### config.mk
export PLATFORM = sky130hd
export DESIGN_NAME = uart_tx_feeder
export DESIGN_NICKNAME = d
export VERILOG_FILES = /design/src/rtl/uart_tx_feeder.sv
export SDC_FILE = /design/constraint.sdc
export NUM_CORES = 1
export LEC_CHECK = 0
export BUFFER_PORTS_ARGS = -buffer_cell sky130_fd_sc_hd__buf_2
export CORE_ASPECT_RATIO = 1.5
export CORE_MARGIN = 2
export CORE_UTILIZATION = 43
export CTS_CLUSTER_DIAMETER = 80
export DETAILED_ROUTE_END_ITERATION = 16
export GPL_ROUTABILITY_DRIVEN = 0
export GPL_TIMING_DRIVEN = 0
export PLACE_DENSITY = 0.62
export SLEW_MARGIN = 0
export SYNTH_ARGS = -nofsm -noshare
export SYNTH_HDL_FRONTEND = slang
export SYNTH_SLANG_ARGS = --single-unit
### constraint.sdc
create_clock -name i_Clock -period 5 [get_ports i_Clock]
set_input_delay 0.5 -clock i_Clock [delete_from_list [all_inputs] [get_ports i_Clock]]
set_output_delay 0.5 -clock i_Clock [all_outputs]
set_load 0.02 [all_outputs]
### src/rtl/uart_tx_feeder.sv
// uart_tx_feeder
//   Buffers WORD_WIDTH-bit words in a FIFO_DEPTH-entry FIFO and feeds them
//   LSB-first, one byte at a time, into a UART transmitter. It uses a
//   strobe/done handshake: it waits for an idle transmitter, pulses o_Tx_DV
//   for one cycle, then waits for a rising edge of i_Tx_Done.
//
//   Optional feature (macro UART_TX_FEEDER_HDR_EN): when defined, a HEADER
//   state sends the byte 8'hA5 ahead of the data bytes of every word.
//
// Ports
//   i_Clock       sole clock, rising edge
//   i_Rst_n       synchronous active-low reset
//   i_Word_DV     upstream word valid
//   i_Word        upstream word
//   o_Word_Ready  FIFO not full
//   o_Tx_DV       registered one-cycle byte strobe
//   o_Tx_Byte     registered byte, held from strobe until done
//   i_Tx_Active   transmitter busy
//   i_Tx_Done     transmitter done (level, may last several cycles)
//   o_Busy        FSM not idle or FIFO non-empty
//   o_Fifo_Count  registered FIFO occupancy
module uart_tx_feeder #(
    parameter int WORD_WIDTH = 32,
    parameter int FIFO_DEPTH = 8
) (
    input  logic                          i_Clock,
    input  logic                          i_Rst_n,
    input  logic                          i_Word_DV,
    input  logic [WORD_WIDTH-1:0]         i_Word,
    output logic                          o_Word_Ready,
    output logic                          o_Tx_DV,
    output logic [7:0]                    o_Tx_Byte,
    input  logic                          i_Tx_Active,
    input  logic                          i_Tx_Done,
    output logic                          o_Busy,
    output logic [$clog2(FIFO_DEPTH):0]   o_Fifo_Count
);
    localparam int AW = $clog2(FIFO_DEPTH);
    localparam int CW = AW + 1;
    localparam int NB = WORD_WIDTH / 8;
    localparam int IW = (NB > 1) ? $clog2(NB) : 1;
    localparam logic [IW-1:0] LAST_IDX = IW'(NB - 1);
    localparam logic [CW-1:0] DEPTH_C  = CW'(FIFO_DEPTH);

    typedef enum logic [2:0] {
        IDLE, LOAD, ARM, STROBE, WAIT_DONE
`ifdef UART_TX_FEEDER_HDR_EN
        , HEADER
`endif
    } state_t;

    state_t state_q, state_d;

    logic [WORD_WIDTH-1:0] mem [FIFO_DEPTH];
    logic [AW-1:0]         wr_ptr, rd_ptr;
    logic [CW-1:0]         count_q;
    logic [WORD_WIDTH-1:0] shift_q;
    logic [IW-1:0]         idx_q;
    logic                  done_q;
    logic                  push, pop, arm_go, shift_go, tx_idle, done_rise;
`ifdef UART_TX_FEEDER_HDR_EN
    logic                  hdr_pend, hdr_go, hdr_done;
`endif

    assign o_Word_Ready = (count_q < DEPTH_C);
    assign o_Fifo_Count = count_q;
    assign o_Busy       = (state_q != IDLE) || (count_q != '0);
    assign push         = i_Word_DV && o_Word_Ready;
    // A strobe is only issued once the transmitter has fully released both
    // busy and done; this also covers a transmitter that was not reset.
    assign tx_idle      = !i_Tx_Active && !i_Tx_Done;
    // Each done high period is counted once, however long it lasts.
    assign done_rise    = i_Tx_Done && !done_q;

    // FIFO storage needs no reset; pointers and count carry validity.
    always_ff @(posedge i_Clock) begin
        if (push) mem[wr_ptr] <= i_Word;
    end

    always_ff @(posedge i_Clock) begin
        if (!i_Rst_n) begin
            wr_ptr  <= '0;
            rd_ptr  <= '0;
            count_q <= '0;
        end else begin
            if (push) wr_ptr <= wr_ptr + 1'b1;
            if (pop)  rd_ptr <= rd_ptr + 1'b1;
            if (push && !pop)      count_q <= count_q + 1'b1;
            else if (pop && !push) count_q <= count_q - 1'b1;
        end
    end

    always_ff @(posedge i_Clock) begin
        if (!i_Rst_n) state_q <= IDLE;
        else          state_q <= state_d;
    end

    always_comb begin
        state_d  = state_q;
        pop      = 1'b0;
        arm_go   = 1'b0;
        shift_go = 1'b0;
`ifdef UART_TX_FEEDER_HDR_EN
        hdr_go   = 1'b0;
        hdr_done = 1'b0;
`endif
        case (state_q)
            IDLE: if (count_q != '0) state_d = LOAD;
            LOAD: begin
                pop = 1'b1;
`ifdef UART_TX_FEEDER_HDR_EN
                state_d = HEADER;
`else
                state_d = ARM;
`endif
            end
`ifdef UART_TX_FEEDER_HDR_EN
            HEADER: if (tx_idle) begin
                hdr_go  = 1'b1;
                state_d = STROBE;
            end
`endif
            ARM: if (tx_idle) begin
                arm_go  = 1'b1;
                state_d = STROBE;
            end
            STROBE: state_d = WAIT_DONE;
            WAIT_DONE: if (done_rise) begin
`ifdef UART_TX_FEEDER_HDR_EN
                // Header byte done: data bytes start at index 0, no shift.
                if (hdr_pend) begin
                    hdr_done = 1'b1;
                    state_d  = ARM;
                end else
`endif
                if (idx_q == LAST_IDX) begin
                    state_d = IDLE;
                end else begin
                    shift_go = 1'b1;
                    state_d  = ARM;
                end
            end
            default: state_d = IDLE;
        endcase
    end

    // o_Tx_DV is registered on the ARM->STROBE edge, so it is high exactly
    // while the FSM sits in STROBE.
    always_ff @(posedge i_Clock) begin
        if (!i_Rst_n) begin
            o_Tx_DV   <= 1'b0;
            o_Tx_Byte <= 8'h00;
            shift_q   <= '0;
            idx_q     <= '0;
            done_q    <= 1'b0;
`ifdef UART_TX_FEEDER_HDR_EN
            hdr_pend  <= 1'b0;
`endif
        end else begin
            done_q <= i_Tx_Done;
`ifdef UART_TX_FEEDER_HDR_EN
            o_Tx_DV <= arm_go || hdr_go;
            if (hdr_go) begin
                o_Tx_Byte <= 8'hA5;
                hdr_pend  <= 1'b1;
            end
            if (hdr_done) hdr_pend <= 1'b0;
`else
            o_Tx_DV <= arm_go;
`endif
            if (pop) begin
                shift_q <= mem[rd_ptr];
                idx_q   <= '0;
            end
            if (arm_go) o_Tx_Byte <= shift_q[7:0];
            if (shift_go) begin
                shift_q <= shift_q >> 8;
                idx_q   <= idx_q + 1'b1;
            end
        end
    end
endmodule

==> flow_summary.toml, run 1 <==
[power]
power_density_nw_per_um2 = 485
p_leak_uw = 0.00495
ir_worst_vdd_v = 0.000314

[setup_path]
critPathSlowestCell = "nor3_2"
slowest_delay_ns = 0.88
critPathKind = "reg2reg"
arrival_ns = 3.04
cp-end-kind = "flop"
critPathLaunchType = "flop"
path_cells = "nor2b_1 -> clkbuf_1 -> nand2_1 -> nor3_2 -> buf_8 -> buf_6 -> buf_6"
path_common_cell = "buf_6"
crit_required_ns = 5.26
cp_max_fo = 8

[global_routing]
grtUsageMet3 = 0.0270
gr-usage-all-layers = 0.181
antenna_found_initial = 2
grt_first_pass_wirelength_um = 39700
met2_usage = 0.327
grt_max_degree = 22
overflow = 0
top_usage_layer = "met2"
use_met1 = 0.222
grt_pass1_vias = 6538

[die]
fp-row-count = 75
die_w_um = 142
die_h_um = 211
start_util = 0.438
dieArea_um2 = 29900
io_pins = 52
coreArea_um2 = 28000

[synth]
synth_edf_count = 256
yosys_warnings = 0
syn_inst = 642
avgSynthCellArea_um2 = 19.1
ys_types = 40
synth-seq-area-share = 0.725
yosys_most_used_dff = "edfxtp_1"
synth-seq-cells = 316
synth_most_common_cell = "edfxtp_1"
synthTopCellsByArea = "edfxtp_1 63%, dfxtp_1 9.8%, mux4_2 8.3%"
syn-num-nets = 686
syn-cell-area_um2 = 12300
synth_common_cells = "256 x edfxtp_1, 60 x dfxtp_1, 57 x mux2i_1"
async_flop_share = 0
synth_top_cell_by_area = "edfxtp_1"
yosysTopAreaCellShare = 0.627

[timing]
whs_ns = 0.202
period_needed_ns = 2.79
setup_viol = 0
slew_violations = 0
worstMarginPinSlew_ns = 1.08
rsz0062_at_grt = "no"
max_freq_ghz = 0.359
slew_headroom = 0.277
hold_viol = 0
setup_tns_ns = 0
skew_ns = 0.00650
period_share = 0.557
fin_ws_ns = 2.21

[route]
wire_per_inst_um = 23.7
remaining_drc_errors = 0
wl_um = 26300
via_per_inst = 5.57
first_pass_iters = 6
via_count = 6170
postRouteAntennaNets = 0
drtIter0Drc = 387

[placed_design]
port_buffers = 51
dpl.cell_count = 1054
place_hpwl_um = 17500
place_ws_ns = 1.96

[final_layout]
multiInputGateArea_um2 = 3090
instances_no_fill = 1107
regArea_um2 = 8890
fin_nets = 782
drive_above_1_share = 0.249
fillers = 2232
fin_util = 0.507
syn_to_final_growth_pct = 15.8

[clocking]
clk_path_buf_depth = 3
cts_tree = "built"
cts-root-buf = "clkbuf_16"
path_clk_slew_ns = 0.06
cts_sinks = 316
postCtsSetupRepairBufs = 0
clkLatencyLatePin_ns = 0.54
cts_resized = 0
cts.htree.levels = 1
cts_buffers = 28
ctsHoldBuffers = 0

[worst_hold_path]
hp-class = "in2reg"

[status]
status = "finished clean"

[run]
drv_cap = 0
[sequential cells by signal (all words and copies together) (netlist names), named ones only]
register / count
mem: 256
shift_q: 32
o_Tx_Byte: 8
o_Fifo_Count: 4
rd_ptr: 3
state_q: 3
wr_ptr: 3
idx_q: 2
done_q: 1
o_Tx_DV: 1
[cell type report]
| class | instances | share of cell area |
|---|---|---|
| diodes | 1 | 0.000176 |
| plain buffers | 36 | 0.0202 |
| clock buffers | 33 | 0.0522 |
| clock inverters | 19 | 0.0142 |
| inverters | 12 | 0.00318 |
| multi-input cells | 278 | 0.218 |
| flip-flops and latches | 316 | 0.627 |
| well taps | 346 | 0.0305 |
| repair buffers | 66 | 0.0352 |
[kinds of logic (layout without fill, tap and decap cells)]
family / count (synthesis) / in the layout / share of synthesized area
xor+xnor: 7 / 7 / 0.00500
mux: 121 / 121 / 0.170
simple gates: 101 / 101 / 0.0397
other cells: 0 / 1 / 0
buf+inv: 48 / 166 / 0.0271
compound gates: 42 / 42 / 0.0250
fa+ha+maj: 7 / 7 / 0.00776
flops: 316 / 316 / 0.725
[cell usage in the layout (no fill, tap or decap), types with 2 or more instances in the layout]
master / n
a221o_1: 10
o2bb2ai_1: 6
clkbuf_16: 29
nor2_4: 6
nand3_1: 6
a21oi_1: 8
xor2_1: 4
edfxtp_1: 256
mux2i_1: 57
clkinv_2: 4
buf_6: 14
and2_1: 9
bufinv_16: 4
xnor2_1: 3
mux4_2: 45
clkbuf_1: 13
buf_12: 5
nand2_1: 19
buf_2: 60
buf_4: 3
dfxtp_1: 60
clkbuf_8: 3
inv_1: 11
ha_1: 6
nand2b_1: 6
and3_1: 10
o22ai_1: 16
dlymetal6s2s_1: 3
mux4_1: 19
buf_8: 2
nor3_2: 2
buf_16: 2
or4_1: 2
nor2_1: 34
clkinv_1: 6
clkinv_4: 2
[path summary, 6_finish.rpt]
kind | start | end | slack, ns | cells past startpoint
hold / removal | i_Tx_Done | done_q | 0.20 | 2
setup / recovery | o_Fifo_Count[3] | mem[4][29] | 2.21 | 7
hold reg to reg | idx_q[1] | idx_q[1] | 0.48 | 2
setup reg to reg | o_Fifo_Count[3] | mem[4][29] | 2.21 | 7
[stage by stage]
| step | cell area (µm²) | power, µW |
|---|---|---|
| 6_report | 14200 | 6880 |
| 5_1_grt | 14200 | 7160 |
| 4_1_cts | 14200 | 6950 |
| 3_5_place_dp | 13200 | 4770 |
| 3_3_place_gp | 12900 | 4680 |
| 2_1_floorplan | 12300 | 4260 |
[routing by layer]
metal  share of wire  vias to the layer above
met2            0.54                      168
met3           0.049                       46
li1                -                     2761
met1            0.39                     3193
met5         0.00034                        -
met4           0.029                        2
[power by group]
group	total, µW	internal, µW	leakage (µW)	switching, µW
Sequential	3200	3090	0.00281	113
Clock	2180	1270	0.000457	917
Combinational	1490	681	0.00169	810
[worst max-delay path: cells and delay by family, from the launching register on]
kind                   cells  cell delay [ns]
flip-flops                 1             0.34
AND/OR/NAND/NOR            3             1.31
buffers and inverters      4             0.84
(Power assumes the default switching activity.)
==> run 2: changes to the inputs <==
--- a/config.mk
+++ b/config.mk
@@ -13,7 +13,7 @@
 export DETAILED_ROUTE_END_ITERATION = 16
 export GPL_ROUTABILITY_DRIVEN = 0
 export GPL_TIMING_DRIVEN = 0
-export PLACE_DENSITY = 0.62
+export PLACE_DENSITY = 0.64
 export SLEW_MARGIN = 0
 export SYNTH_ARGS = -nofsm -noshare
 export SYNTH_HDL_FRONTEND = slang
==> constraint.sdc (replaced) <==
create_clock -name i_Clock -period 2.56 [get_ports i_Clock]
set_input_delay 0.256 -clock i_Clock [delete_from_list [all_inputs] [get_ports i_Clock]]
set_output_delay 0.256 -clock i_Clock [all_outputs]
set_load 0.02 [all_outputs]
==> flow_summary.toml, run 2 (synthesized netlist as in run 1, its figures left out) <==
[status]
status = "finished clean"

[setup_path]
crit_start = "o_Fifo_Count[3]"
critPathBufInv = 3
critPathSlowestCell = "nor3_4"
path_cells = "nor2b_1 -> clkbuf_1 -> nand2b_1 -> nor3_4 -> buf_16 -> buf_16"
arrival_ns = 2.64
path_common_cell = "buf_16"
cp-end-kind = "flop"
crit_required_ns = 2.81
critPathTopFamily = "simple AND/OR/NAND/NOR gates"
slowest_delay_ns = 0.60
critPathKind = "reg2reg"
critPathLaunchType = "flop"
cp_max_fo = 13
r2r_start = "o_Fifo_Count[3]"

[route]
drtIter0Drc = 382
wl_met2_um = 13700
wire_per_inst_um = 22.5
first_pass_iters = 4
postRouteAntennaNets = 0
via_count = 6271
wl_um = 25500
topRoutingLayerUsed = "met4"
met1_length_um = 10100
remaining_drc_errors = 0
met3_length_um = 987
via_per_inst = 5.53

[clocking]
cts_tree = "built"
cts.htree.levels = 1
clkLatencyLatePin_ns = 0.55
clk_path_buf_depth = 3
cts_sinks = 316
path_clk_slew_ns = 0.07
cts_buffers = 28
cts-root-buf = "clkbuf_16"

[die]
die_w_um = 142
dieArea_um2 = 29900
io_pins = 52
start_util = 0.438
fp-row-count = 75
coreArea_um2 = 28000
die_h_um = 211

[final_layout]
final_cell_mix = "256 x edfxtp_1, 60 x buf_2, 59 x dfxtp_1"
regArea_um2 = 8890
diodes = 0
top_register = "mem"
instances_no_fill = 1133
largest_register_ffs = 256
syn_to_final_growth_pct = 18.2
drive_above_1_share = 0.231
multiInputGateArea_um2 = 3110
top_regs = "mem x256, shift_q x32, o_Tx_Byte x8"
fin_nets = 810
final_common_cell = "edfxtp_1"
fillers = 2196

[placed_design]
port_buffers = 51
place_hpwl_um = 16800
dpl.cell_count = 1049

[timing]
hold_viol = 0
skew_ns = 0.0182
max_freq_ghz = 0.419
slew_violations = 0
slew_headroom = 0.513
setup_viol = 0
worstMarginPinSlew_ns = 0.728
period_share = 0.932
period_needed_ns = 2.38
setup_tns_ns = 0
rsz0062_at_grt = "no"

[global_routing]
grt_pass1_vias = 6642
grt_first_pass_wirelength_um = 39200
antenna_found_initial = 0
gr-usage-all-layers = 0.176
overflow = 0
grt_max_degree = 23

[power]
seqPwrFrac = 0.468
ir_worst_vdd_v = 0.000542
p_switching_uw = 3590
internal_power_uw = 9800
switching_share = 0.268
power_frac_comb = 0.223
p_leak_uw = 0.00505
power_density_nw_per_um2 = 925
clockPowerShare = 0.309

[run]
drv_cap = 0

[worst_hold_path]
hp-start = "i_Word[7]"
hp-class = "in2reg"
-- run 2: cell types whose count changed in the layout (fill, tap and decap cells not counted), moves of 2 or more --
cell,change
buf_12,+2
clkinv_1,-2
buf_16,+2
clkbuf_1,+5
nor3_4,+2
nor3_2,-2
dlygate4sd3_1,+33
buf_6,-7
buf_8,-2
-- run 2: per-layer routing --
layer / vias up / global-route usage
met5: - / 0
met4: 0 / 0.0648
met3: 44 / 0.0190
met2: 166 / 0.322
met1: 3239 / 0.213
li1: 2822 / -
-- run 2: stage by stage --
| step | hold slack, ns | area [µm²] | total power [µW] | worst slack [ns] | utilization |
|---|---|---|---|---|---|
| 2_1_floorplan | 0.355 | 12300 | 8320 | -0.133 | - |
| 4_1_cts | 0.00326 | 14500 | 13500 | 0.125 | 0.517 |
| 3_3_place_gp | 0.458 | 13000 | 9110 | -1.68 | 0.463 |
| 3_5_place_dp | 0.468 | 13200 | 9350 | -0.145 | 0.473 |
| 5_1_grt | 0.00718 | 14500 | 13900 | 0.0229 | 0.518 |
| 6_report | 0.0132 | 14500 | 13400 | 0.175 | 0.518 |
-- run 2: what timing repair did --
action                                  CTS  global route
endpoints found under the setup margin    1             1
resized for setup                         1             2
cloned                                    0             0
hold buffers                             33             0
hold endpoints to repair                250             0
setup buffers                             0             1
-- run 2: worst paths after layout --
check | depth (start not counted) | slack (ns) | endpoint
max | 6 | 0.18 | mem[0][24]
min | 1 | 0.01 | mem[6][7]
max reg2reg | 6 | 0.18 | mem[0][24]
min reg2reg | 2 | 0.48 | idx_q[1]
-- run 2: layout make-up --
type                       instances  area share
sequential                       316       0.614
multi-input combinational        278       0.215
timing repair buffer              95      0.0569
clock buffer                      39      0.0527
tap                              346      0.0299
buffer                            35      0.0195
clock inverter                    12     0.00924
inverter                          12     0.00311
-- run 2: power groups by stage --
stage               Clock (µW)  Sequential, µW  Combinational, µW
finish                    4140            6260               2990
floorplan                    0            6330               2000
detailed placement           0            6370               2980
global route              4400            6300               3220
CTS                       4210            6260               3030
global placement             0            6360               2760
==> run 3: changes to the inputs <==
--- a/config.mk
+++ b/config.mk
@@ -5,7 +5,7 @@
 export SDC_FILE = /design/constraint.sdc
 export NUM_CORES = 1
 export LEC_CHECK = 0
-export BUFFER_PORTS_ARGS = -buffer_cell sky130_fd_sc_hd__buf_2
+export BUFFER_PORTS_ARGS = -buffer_cell sky130_fd_sc_hd__buf_4
 export CORE_ASPECT_RATIO = 1.5
 export CORE_MARGIN = 2
 export CORE_UTILIZATION = 43
==> flow_summary.toml, run 3 (synthesized netlist as in run 1, its figures left out) <==
[global_routing]
gr-usage-all-layers = 0.175
antenna_found_initial = 0
grt_first_pass_wirelength_um = 39100
grt_max_degree = 24
grt_pass1_vias = 6630
overflow = 0

[timing]
skew_ns = 0.0212
setup_tns_ns = 0
period_share = 0.951
hold_viol = 0
slew_headroom = 0.530
max_freq_ghz = 0.411
slew_violations = 0
worstMarginPinSlew_ns = 0.702
period_needed_ns = 2.43
setup_viol = 0

[setup_path]
cp-end-kind = "flop"
r2r-end = "o_Fifo_Count[3]"
crit_required_ns = 3.03
cp_max_fo = 13
r2r_start = "state_q[0]"
critPathKind = "reg2reg"
crit_start = "state_q[0]"
arrival_ns = 2.90
rr_worst_depth = 9
critPathLaunchType = "flop"
r2r_slack_ns = 0.13

[clocking]
cts.htree.levels = 1
path_clk_slew_ns = 0.07
clkLatencyLatePin_ns = 0.56
cts_sinks = 316
cts_tree = "built"
clk_path_buf_depth = 3
cts-root-buf = "clkbuf_16"
cts_buffers = 29

[route]
drtIter0Drc = 303
postRouteAntennaNets = 0
remaining_drc_errors = 0
first_pass_iters = 4
wire_per_inst_um = 22.4
via_per_inst = 5.41
via_count = 6151
wl_um = 25400

[status]
status = "finished clean"

[final_layout]
largest_register_ffs = 256
top_regs = "mem x256, shift_q x32, o_Tx_Byte x8"
diodes = 0
top_register = "mem"
instances_no_fill = 1136
final_cell_mix = "256 x edfxtp_1, 60 x dfxtp_1, 57 x mux2i_1"
final_common_cell = "edfxtp_1"
drive_above_1_share = 0.238
syn_to_final_growth_pct = 20.2
fin_nets = 813
fin_util = 0.527

[power]
clockPowerShare = 0.328
internal_power_uw = 10200
power_uw = 13800
ir_worst_vdd_v = 0.000472
p_leak_uw = 0.00513
power_frac_comb = 0.219
seqPwrFrac = 0.453
power_density_nw_per_um2 = 938
switching_share = 0.264
p_switching_uw = 3650

[die]
coreArea_um2 = 28000
start_util = 0.438
io_pins = 52
fp-row-count = 75
dieArea_um2 = 29900
die_h_um = 211
die_w_um = 142

[placed_design]
dpl.cell_count = 1049
place_hpwl_um = 16800
port_buffers = 51

[run]
drv_cap = 0

[worst_hold_path]
hp-start = "i_Word_DV"
worstHoldEndpoint = "wr_ptr[0]"
hp-class = "in2reg"
hold_depth = 5
[run 3: cell types whose count changed in the layout (fill, tap and decap cells not counted), moves of 2 or more]
cell | previous run | this run
clkinvlp_4 | 0 | 4
clkinv_1 | 4 | 2
bufinv_16 | 3 | 6
buf_4 | 4 | 55
inv_6 | 0 | 3
dlygate4sd3_1 | 33 | 35
buf_2 | 60 | 9
clkbuf_1 | 18 | 13
[run 3: power groups by stage]
stage | combinational, µW | clock [µW] | sequential, µW
after global placement | 2810 | 0 | 6360
after detailed placement | 3010 | 0 | 6370
after floorplan | 2000 | 0 | 6330
final | 3030 | 4530 | 6260
after CTS | 3070 | 4630 | 6260
after global routing | 3280 | 4810 | 6300
[run 3: worst max path at each step]
stage / end / slack [ns] / cells past startpoint
final: o_Fifo_Count[3] / 0.13 / 9
after global routing: o_Fifo_Count[3] / -0.02 / 9
after CTS: mem[4][11] / 0.12 / 6
after detailed placement: o_Fifo_Count[3] / -0.14 / 11
after global placement: mem[5][25] / -1.67 / 5
after floorplan: mem[3][0] / -0.13 / 4
[run 3: critical path: stages (launching register included)]
cell      delay [ns]
dfxtp_1         0.44
nor3b_4         0.32
inv_2           0.19
ha_1            0.26
inv_1           0.13
ha_1            0.29
a21oi_1         0.21
a211oi_1        0.10
a31oi_1         0.19
mux2i_1         0.22
[run 3: layout make-up]
class                      instances  area, µm²
buffer                            35        283
clock buffer                      34        744
clock inverter                    18        263
fill                            2170      13200
inverter                          12       45.0
multi-input combinational        278       3110
sequential                       316       8890
tap                              346        433
timing repair buffer              97        971
[run 3: metal layers]
layer	part of all wire	global-route usage
met1	0.39	0.211
met2	0.55	0.328
met3	0.036	0.0209
met4	0.024	0.0538
met5	0	0
[run 3: metrics by stage]
step	hold WS (ns)	setup slack, ns	area [µm²]
after floorplan	0.355	-0.133	12300
after global placement	0.458	-1.67	13100
after detailed placement	0.468	-0.144	13400
final	0.379	0.126	14700
after global routing	0.429	-0.0192	14700
after CTS	0.360	0.124	14700
[run 3: repair_timing]
action	in CTS	in global routing
hold buffers	35	0
setup endpoints to repair	1	1
setup buffers	0	1
hold endpoints to repair	260	0
gates resized for setup	1	0
